File: config.mk
export PLATFORM = sky130hd
export DESIGN_NAME = fetch_unit
export DESIGN_NICKNAME = d
export VERILOG_FILES = /design/src/rtl/fetch_unit.sv
export SDC_FILE = /design/constraint.sdc
export NUM_CORES = 1
export LEC_CHECK = 0
export CAP_MARGIN = 20
export CORE_ASPECT_RATIO = 0.5
export CORE_UTILIZATION = 30
export CTS_BUF_LIST = sky130_fd_sc_hd__clkbuf_4 sky130_fd_sc_hd__clkbuf_8
export DETAILED_ROUTE_END_ITERATION = 8
export PLACE_DENSITY_LB_ADDON = 0.2
export REMOVE_ABC_BUFFERS = 1
export SYNTH_ARGS = -nofsm -noshare
export SYNTH_HDL_FRONTEND = slang
export SYNTH_SLANG_ARGS = --single-unit
File: constraint.sdc
create_clock -name clk -period 6.6 [get_ports clk]
set_input_delay 0.66 -clock clk [delete_from_list [all_inputs] [get_ports clk]]
set_output_delay 0.66 -clock clk [all_outputs]
set_load 0.02 [all_outputs]
File: src/rtl/fetch_unit.sv
// fetch_unit: instruction-fetch stage that sits directly in front of decode.
//
// It holds the fetch PC and issues requests to instruction memory over a req/ready
// handshake. Each fetched instruction is presented to decode as a registered
// instruction together with its PC and PC+4. A decode stall is absorbed by a
// one-entry skid buffer. A branch/jump redirect (pc_src/pc_target) flushes
// everything in flight.
//
// Ports
//   clk, rst_n    clock (rising edge), asynchronous active-low reset
//   pc_src        redirect request; the next fetch comes from pc_target
//   pc_target     redirect address; bits [1:0] are ignored (forced to 0)
//   stall         decode cannot accept; the outputs hold
//   imem_req      fetch request; held high with a stable imem_addr until accepted
//   imem_addr     fetch address (the fetch PC register, combinational)
//   imem_ready    memory response this cycle; imem_rdata is valid
//   imem_rdata    fetched instruction
//   ins           registered instruction to decode (NOP when not valid)
//   pc_o          PC of ins
//   pc_plus4_o    pc_o + 4
//   ins_valid     ins/pc_o hold a real fetched instruction
module fetch_unit #(
  parameter int unsigned      WIDTH    = 32,
  parameter logic [WIDTH-1:0] RESET_PC = '0,
  parameter logic [WIDTH-1:0] NOP      = WIDTH'(32'h0000_0013)
) (
  input  logic             clk,
  input  logic             rst_n,
  input  logic             pc_src,
  input  logic [WIDTH-1:0] pc_target,
  input  logic             stall,
  output logic             imem_req,
  output logic [WIDTH-1:0] imem_addr,
  input  logic             imem_ready,
  input  logic [WIDTH-1:0] imem_rdata,
  output logic [WIDTH-1:0] ins,
  output logic [WIDTH-1:0] pc_o,
  output logic [WIDTH-1:0] pc_plus4_o,
  output logic             ins_valid
);

  localparam logic [WIDTH-1:0] Four      = WIDTH'(4);
  localparam logic [WIDTH-1:0] AlignMask = ~WIDTH'(3);

  // StSkid means the skid buffer holds a fetched instruction; StRun means it is empty.
  typedef enum logic [0:0] {StRun, StSkid} state_e;

  state_e           state_q, state_d;
  logic [WIDTH-1:0] fetch_pc_q, fetch_pc_d;
  logic             req_q, req_d;
  logic [WIDTH-1:0] ins_q, ins_d;
  logic [WIDTH-1:0] pc_q, pc_d;
  logic [WIDTH-1:0] pc_plus4_q;
  logic             valid_q, valid_d;
  logic [WIDTH-1:0] skid_ins_q, skid_ins_d;
  logic [WIDTH-1:0] skid_pc_q, skid_pc_d;
  // The drop flag marks an outstanding request whose response must be thrown away
  // because a redirect arrived while it was in flight. drop_tgt holds where to
  // resume fetching afterwards.
  logic             drop_q, drop_d;
  logic [WIDTH-1:0] drop_tgt_q, drop_tgt_d;

  logic             accept;
  logic [WIDTH-1:0] target;

  assign accept = req_q & imem_ready;
  assign target = pc_target & AlignMask;

  always_comb begin
    state_d    = state_q;
    fetch_pc_d = fetch_pc_q;
    req_d      = req_q;
    ins_d      = ins_q;
    pc_d       = pc_q;
    valid_d    = valid_q;
    skid_ins_d = skid_ins_q;
    skid_pc_d  = skid_pc_q;
    drop_d     = drop_q;
    drop_tgt_d = drop_tgt_q;

    if (pc_src) begin
      // A redirect outranks both stall and skid. Everything in flight is flushed.
      valid_d = 1'b0;
      ins_d   = NOP;
      state_d = StRun;
      req_d   = 1'b1;
      if (req_q && !imem_ready) begin
        // The request cannot be abandoned. Keep its address and remember the target.
        drop_d     = 1'b1;
        drop_tgt_d = target;
      end else begin
        // There is nothing outstanding, or the response is being accepted now and
        // is discarded here.
        fetch_pc_d = target;
        drop_d     = 1'b0;
      end
    end else if (state_q == StSkid) begin
      // While the skid is full, no request is in flight.
      if (!stall) begin
        ins_d   = skid_ins_q;
        pc_d    = skid_pc_q;
        valid_d = 1'b1;
        state_d = StRun;
        req_d   = 1'b1;
      end
    end else begin
      req_d = 1'b1;
      if (accept && drop_q) begin
        // This is the stale response from before a redirect. Discard it and resume
        // fetching at the redirect target.
        fetch_pc_d = drop_tgt_q;
        drop_d     = 1'b0;
        if (!stall) begin
          valid_d = 1'b0;
          ins_d   = NOP;
        end
      end else if (accept && stall) begin
        // Decode is frozen, so park the response and stop requesting until it drains.
        skid_ins_d = imem_rdata;
        skid_pc_d  = fetch_pc_q;
        state_d    = StSkid;
        req_d      = 1'b0;
        fetch_pc_d = fetch_pc_q + Four;
      end else if (accept) begin
        ins_d      = imem_rdata;
        pc_d       = fetch_pc_q;
        valid_d    = 1'b1;
        fetch_pc_d = fetch_pc_q + Four;
      end else if (!stall) begin
        valid_d = 1'b0;
        ins_d   = NOP;
      end
    end
  end

  always_ff @(posedge clk or negedge rst_n) begin
    if (!rst_n) begin
      state_q    <= StRun;
      fetch_pc_q <= RESET_PC;
      req_q      <= 1'b0;
      ins_q      <= NOP;
      pc_q       <= RESET_PC;
      pc_plus4_q <= RESET_PC + Four;
      valid_q    <= 1'b0;
      skid_ins_q <= NOP;
      skid_pc_q  <= RESET_PC;
      drop_q     <= 1'b0;
      drop_tgt_q <= RESET_PC;
    end else begin
      state_q    <= state_d;
      fetch_pc_q <= fetch_pc_d;
      req_q      <= req_d;
      ins_q      <= ins_d;
      pc_q       <= pc_d;
      pc_plus4_q <= pc_d + Four;
      valid_q    <= valid_d;
      skid_ins_q <= skid_ins_d;
      skid_pc_q  <= skid_pc_d;
      drop_q     <= drop_d;
      drop_tgt_q <= drop_tgt_d;
    end
  end

  assign imem_req   = req_q;
  assign imem_addr  = fetch_pc_q;
  assign ins        = ins_q;
  assign pc_o       = pc_q;
  assign pc_plus4_o = pc_plus4_q;
  assign ins_valid  = valid_q;

endmodule

### Word level (Yosys, flattened, before mapping)

Index checks and enable logic that the tools add are counted.

| storage, ports and cells | value |
|---|---|
| bits in registers | 226 |
| output and inout port bits | 130 |
| logic and storage cells | 71 |

| cells by class | value |
|---|---|
| add/subtract/negate cells | 2 |
| eq/ne operators | 4 |
| muxes and demuxes | 39 |
| bitwise logic cells | 4 |
| reduce and logical (&&, ||, !) cells | 11 |

Operator list:

| operator | number |
|---|---|
| $mux 32 | 19 |
| $add 32x3->32 const B | 2 |
| $mux 1 | 20 |
| $reduce_and 2->1 | 3 |
| $ne 2x2->1 const B | 2 |
| $ne 4x4->1 const B | 1 |
| $reduce_and 4->1 | 1 |
| $reduce_bool 4->1 | 1 |
| $logic_and 1x1->1 | 3 |
| $ne 3x3->1 const B | 1 |
| $not 1->1 | 3 |
| $reduce_and 3->1 | 1 |
| $reduce_bool 2->1 | 1 |
| $and 1x1->1 | 1 |
| $logic_not 1->1 | 1 |

### Depth between registers and ports, before layout

| depth | value |
|---|---|
| word-level depth | 7 |
| depth in mapped cells | 13 |

### Worst setup path before layout

OpenSTA, ideal clock, no wires.

| timing path | value |
|---|---|
| kind | input to register |
| start | input port stall |
| end | register pc_plus4_q[26], in the netlist pc_plus4_o[26] |
| arrival | 2627 ps |
| slack | 3894 ps |
| stages on the path | 12 |
| path through | buf_2 -> buf_2 -> nor3b_1 -> nand2_1 -> nand4_1 -> ha_1 -> nand3_1 -> and4b_1 -> buf_2 -> nand3_2 -> nor3_1 -> xor2_1 |

| on the way | value |
|---|---|
| word-level cells in the longest chain between the ends | 6 |
| elaborated cells between the ends (all ways) | 7 |

RTL lines:

| item | RTL line | RTL |
|---|---|---|
| start, declared | 31 | `input logic stall,` |
| $logic_and 1x1->1 | 117 | `end else if (accept && stall) begin` |
| $mux 32 | 117 |  |
| $mux 32 | 108 | `if (accept && drop_q) begin` |
| $mux 32 * | 97 | `end else if (state_q == StSkid) begin` |
| $mux 32 * | 81 | `if (pc_src) begin` |
| named net pc_d[2] | 52 | `logic [WIDTH-1:0] pc_q, pc_d;` |
| $add 32x3->32 * | 155 | `pc_plus4_q <= pc_d + Four;` |
| end signal, assigned | 143 | `pc_plus4_q <= RESET_PC + Four;` |
| end signal, assigned | 155 |  |
| end, declared | 53 | `logic [WIDTH-1:0] pc_plus4_q;` |

The timed path passes the listed nets; every way through them passes the cells marked *.
A chain may end at the register's enable or synchronous reset.

### Worst setup path after layout

| timing path | value |
|---|---|
| start | input port imem_ready |
| end | register pc_plus4_q[27], in the netlist pc_plus4_o[27] |

| on the way | value |
|---|---|
| word-level cells in the longest chain between the ends | 7 |
| elaborated cells between the ends (all ways) | 9 |

RTL lines:

| item | RTL line | RTL |
|---|---|---|
| start, declared | 34 | `input logic imem_ready,` |
| $and 1x1->1 * | 66 | `assign accept = req_q & imem_ready;` |
| $mux 32 / $logic_and 1x1->1 (equally long branches) | 124, 117 |  |
| $mux 32 | 117 |  |
| $mux 32 * | 108 |  |
| $mux 32 * | 97 |  |
| $mux 32 * | 81 |  |
| named net pc_d[9] | 52 |  |
| $add 32x3->32 * | 155 |  |

Marks and branches as above.

==> summary.txt <==
Detailed routing
  – Antenna violation net count after detailed routing: 0
  – Drt drc: 0
  – Via-to-Cell Ratio: 5.087
  – Via count: 8,841
  – Routed Wire Length: 33,520 um
  – First DRT Iteration DRCs: 542
  – Routed len/inst: 19.29 um
  – DR pass1 iterations: 5

Floorplanning
  – Initial Utilization: 30.92%
  – # rows: 48
  – Core box area: 0.03495 mm^2
  – # IOs: 199
  – Die width: 270.4 um
  – Die area: 0.03684 mm^2
  – Die Y: 136.2 um

Layout
  – Share of cells above drive strength 1: 15.99%
  – Final std cells w/o fill: 1,738
  – Synth-to-Final Area Change: 27.34%
  – Fillcell total: 3,464
  – N_diodes: 0
  – Nets@finish: 1,309

Placement
  – Final estimated routing congestion in global placement: 0.7990
  – DP HPWL: 21,410 um
  – Dpl cells: 1,673
  – Dpl ws: 2471 ps
  – IO buf count: 194

Worst setup path
  – Arr. time, crit path: 4050 ps
  – Critical Path Source Type: primary input
  – Crit Path Class: primary input to register
  – Crit path capture type: register
  – Maximum net fanout on the critical path: 46
  – WP data required: 7070 ps

Timing
  – Fin Clk Skew: 21.99 ps
  – Worst slew pin tran: 978.3 ps
  – Max Slew Vio Count: 0
  – Post-Route Setup TNS: 0 ps
  – Endpoints failing hold: 0
  – Min cycle time layout: 3585 ps
  – Finish-stage setup viols: 0
  – Slew HR: 34.78%
  – Fin crit share: 54.32%
  – Fmax: 278.9 MHz
  – Final setup margin: 3015 ps
  – RSZ-0062 raised after global routing: false

GRT
  – First-pass GRT wire length: 52,160 um
  – Vias in the first global route: 8,930
  – GRT Overall Usage: 18.11%
  – Grt met3 use: 2.985%
  – Largest net degree at the start of global routing: 82
  – Antenna violations before repair: 0
  – Met1 Use GR: 22.67%
  – Gr ovfl total: 0
  – Most Crowded Layer GR: met2
  – M2 GR Usage: 32.45%

Synthesis
  – Cell area after synthesis: 0.01081 mm^2
  – Synth Flop Type: dfrtp_1
  – Post-synth EDFFs: 0
  – Avg Synthesized Cell Area: 10.02 um^2
  – #FFs+latches synth: 219
  – Post-synth ARST share: 100.0%
  – Ys Warns: 0
  – Post-Syn Instances: 1,079
  – Sequential share of the synthesized area: 50.78%
  – Synth cell types: 68

Clock tree
  – Skew-Pair Late Insertion Delay: 550 ps
  – Clock Sinks: 219
  – Num CTS Buffers: 37
  – Clock Tree Root: clkbuf_8
  – CTS resizes: 0
  – Hold_buf cts: 0
  – Clk buf depth: 3
  – Worst-path clk slew: 60 ps
  – # H-tree levels: 2
  – Setup bufs post-CTS: 0
  – CTS tree: built

Min path
  – HP Class: primary input to async pin

Flow run
  – Max_cap viols: 0

Power
  – Max VDD drop: 0.0001208 V
  – Leakage: 5.579 nW
  – Pwr dens: 309.8 mW/mm^2

Outcome
  – Status: finished clean
[worst paths after layout]
check	slack [ps]	endpoint	cells past startpoint	from
min in group clk	480	skid_pc_q[28]$_DFFE_PN0P_	2	skid_pc_q[28]$_DFFE_PN0P_
setup reg to reg	3090	imem_addr[31]$_DFFE_PN0P_	7	state_q$_DFF_PN0_
hold / removal	90	imem_addr[4]$_DFFE_PN0P_	1	rst_n
hold reg to reg	480	skid_pc_q[28]$_DFFE_PN0P_	2	skid_pc_q[28]$_DFFE_PN0P_
setup / recovery	3010	pc_plus4_o[27]$_DFF_PN0_	9	imem_ready
max in group asynchronous	4950	state_q$_DFF_PN0_	2	rst_n
[per-stage QoR]
step / cell area, um^2 / hold slack, ps / power (mW) / util [%]
5_1_grt: 13760 / 109.2 / 4.500 / 39.38
4_1_cts: 13740 / 82.16 / 4.325 / 39.30
6_report: 13760 / 86.79 / 4.264 / 39.38
3_5_place_dp: 12960 / 464.3 / 3.010 / 37.09
3_3_place_gp: 12960 / 455.7 / 2.970 / 37.09
2_1_floorplan: 10330 / 364.4 / 2.446 / -
[power breakdown]
part / switching (mW) / total, mW / internal [mW]
logic: 0.570 / 1.10 / 0.527
clock network: 0.572 / 1.29 / 0.716
registers: 0.240 / 1.88 / 1.64
total: 1.38 / 4.26 / 2.88
[worst max-delay path, stage by stage]
cell	delay (ps)
clkdlybuf4s50_1	520
nand3b_4	520
buf_4	450
o22ai_1	190
nor3_1	490
and4_1	470
nand4_4	230
nor3_1	280
xor2_1	190
[final cells by class]
cell class / instances / area (um^2) / share of cell area (%)
Clock inverter: 3 / 20.02 / 0.1454
Inverter: 14 / 52.55 / 0.3818
Sequential cell: 219 / 5493 / 39.91
Tap cell: 475 / 594.3 / 4.318
Multi-Input combinational cell: 758 / 4791 / 34.81
Clock buffer: 61 / 752.0 / 5.463
Timing Repair Buffer: 208 / 2062 / 14.98
[routing by layer]
metal | wire length, um | share of wire, % | vias up
li1 | - | - | 4147
met1 | 14460 | 43 | 4483
met2 | 17300 | 52 | 164
met3 | 1196 | 3.6 | 47
met4 | 565 | 1.7 | 0
met5 | 0 | 0 | -
[cell usage in the layout, fill, tap and decap left out, drive strengths merged, types with 5 or more instances in the layout]
cell type and n:
mux2 90, dfrtp 212, dfstp 7, a21oi 104
buf 17, o2bb2ai 8, xnor2 24, nor2 81
a211oi 12, a31oi 5, xor2 24, o22ai 20
nand3 43, nor2b 5, or4 12, clkdlybuf4s50 191
o21ai 69, or3 10, and2 6, nand4 14
and3 9, nand2 112, inv 13, and4 8
nor3 41, clkbuf 61, nor4 15
[synthesized netlist by cell type (3+ instances only)]
master,number,area share (%)
nor3_2,5,0.46
nor2b_1,5,0.29
nor2_1,80,2.8
dfstp_2,7,1.7
nor3_1,36,1.7
o22ai_1,20,1.2
a211oi_1,12,0.83
a21oi_1,104,4.8
nor3b_1,3,0.21
nand3_1,42,1.9
nand3b_1,3,0.21
a31oi_1,5,0.29
o21ai_0,69,3.2
and2_1,5,0.29
o2bb2ai_1,8,0.65
dfrtp_1,212,49
nand4_1,13,0.75
or3_4,3,0.31
o22a_1,4,0.32
nand2b_1,4,0.23
buf_1,9,0.31
buf_4,10,0.69
nand2_1,111,3.9
or3_1,7,0.41
mux2_2,90,9.4
buf_6,11,1.1
inv_1,13,0.45
or4_1,12,0.83
xor2_1,24,1.9
nor4_1,12,0.69
xnor2_1,24,1.9
buf_2,16,0.74
and3_1,9,0.52
and4_1,8,0.65
clkbuf_1,42,1.5
[sequential cells by signal, indices dropped and copies added, names as in the netlist]
signal,flops
drop_q,1
drop_tgt_q,30
imem_addr,30
imem_req,1
ins,32
ins_valid,1
pc_o,30
pc_plus4_o,31
skid_ins_q,32
skid_pc_q,30
state_q,1
[kinds of logic after synthesis]
logic type | share of synthesized area [%]
AO/OA/AOI/OAI | 12.64
flip-flops | 50.78
AND/OR/NAND/NOR | 17.98
adder cells (fa/ha/maj) | 0.2315
XOR/XNOR | 3.889
multiplexers | 9.469
other | 0.03469
buffers and inverters | 4.977
(Power assumes the default switching activity.)
==> variant: new RTL, config.mk and constraints unchanged <==
Make the reset (`rst_n`) synchronous in one clocked block. Comments in the files are not updated.
--- a/src/rtl/fetch_unit.sv
+++ b/src/rtl/fetch_unit.sv
@@ -135,3 +135,3 @@
 
-  always_ff @(posedge clk or negedge rst_n) begin
+  always_ff @(posedge clk) begin
     if (!rst_n) begin
Behaviour: differs if rst_n is asserted again (counterexample within 4 cycles, from zero or initial values and one cycle with rst_n low); with rst_n held inactive, the same outputs for 4 cycles.
==> variant against the unedited design <==
- final area fell by 7.6%
- sequential cell count did not move
- area after synthesis fell by 9.3%
- final cell count is 7.0% higher
- via count increased by 10%
- wire length down 1.1%
- worst setup slack got worse by 730 ps
- clock skew up 7.7 ps
Power is not compared: it rests on default switching activity, and its combinational part moved more than twofold at a synthesized area within 25%.
==> variant: results <==
set metrics [dict create \
    totalWireLength_mm 33.1 \
    synth_compound_area_share_pct 23.0 \
    vias 9728 \
    reg2reg_to "pc_plus4_o[30]" \
    reg2reg_depth 9 \
    reg2reg_from "imem_req" \
    grt_max_degree 83 \
    ys_top_cells_by_count "nand2_1, dfxtp_1, a21oi_1, nor2_1, clkbuf_1" \
    cpPeakStageDelay_ps 910 \
    drive_above_1_share_pct 7.92 \
    synth_mux_area_share_pct 0.804 \
    outcome "finished clean" \
    met3_length_mm 1.73 \
    crit_type "in2reg" \
    worst_path_max_delay_cell "or4b_2" \
    fin_worst_skew_ps 29.7 \
    placedCellCount 1795 \
    wl_met2_mm 16.0 \
    dp_hpwl_mm 21.8 \
    crit_path_max_fanout 16 \
    hold_end "drop_tgt_q[22]" \
    routedWlPerCell_um 17.8 \
    synthArstFlopShare_pct 0 \
    grt-ovfl-total 0 \
    postPlaceCellArea_mm2 0.0120 \
    synthAdderAreaFrac_pct 0.255 \
    syn_inst 1261 \
    grt_pass1_vias 9144 \
    min_path_type "reg2reg" \
    cts-root-buf "clkbuf_8" \
    reg2reg_slack_ps 2500 \
    worst_slew_pin_slew_ps 991 \
    grtUsageMet3_pct 3.89 \
    drtIter0Drc 782 \
    ys_types 60 \
    antenna_found_initial 0 \
    groute.usage.overall_pct 19.3 \
    core_mm2 0.0319 \
    gp_congestion 0.835 \
    routedLengthMet1_mm 14.5 \
    use_met2_pct 33.0 \
    nets 1473 \
    grt_use_met1_pct 24.3 \
    fill_cells 3256 \
    worstPathArrival_ps 4790 \
    synth_xor_area_share_pct 1.88 \
]
variant: changes by cell type after synthesis, moves of 43 or more:
cell and delta:
mux2_2 -83, nor2_1 +51, dfrtp_1 -212, nand2_1 +131, dfxtp_1 +219, o21ai_0 -43, a21oi_1 +71
variant: metrics by stage:
step / utilization (%) / power [µW] / hold WS (ps) / setup slack, ps
final: 39.9 / 3040 / 450 / 2280
after global routing: 39.9 / 3180 / 469 / 2100
after CTS: 39.9 / 3080 / 451 / 2380
after detailed placement: 37.5 / 1800 / 443 / 1790
after global placement: 37.5 / 1790 / 437 / 1830
after floorplan: - / 1600 / 432 / 2520
variant: final cells by class:
class	instances	area (µm²)	share of cell area, %
Clock buffer	59	724	5.69
Clock inverter	5	27.5	0.216
Inverter	9	36.3	0.285
Multi-Input combinational cell	923	4940	38.8
Sequential cell	219	4390	34.5
Tap cell	432	541	4.25
Timing Repair Buffer	212	2070	16.2
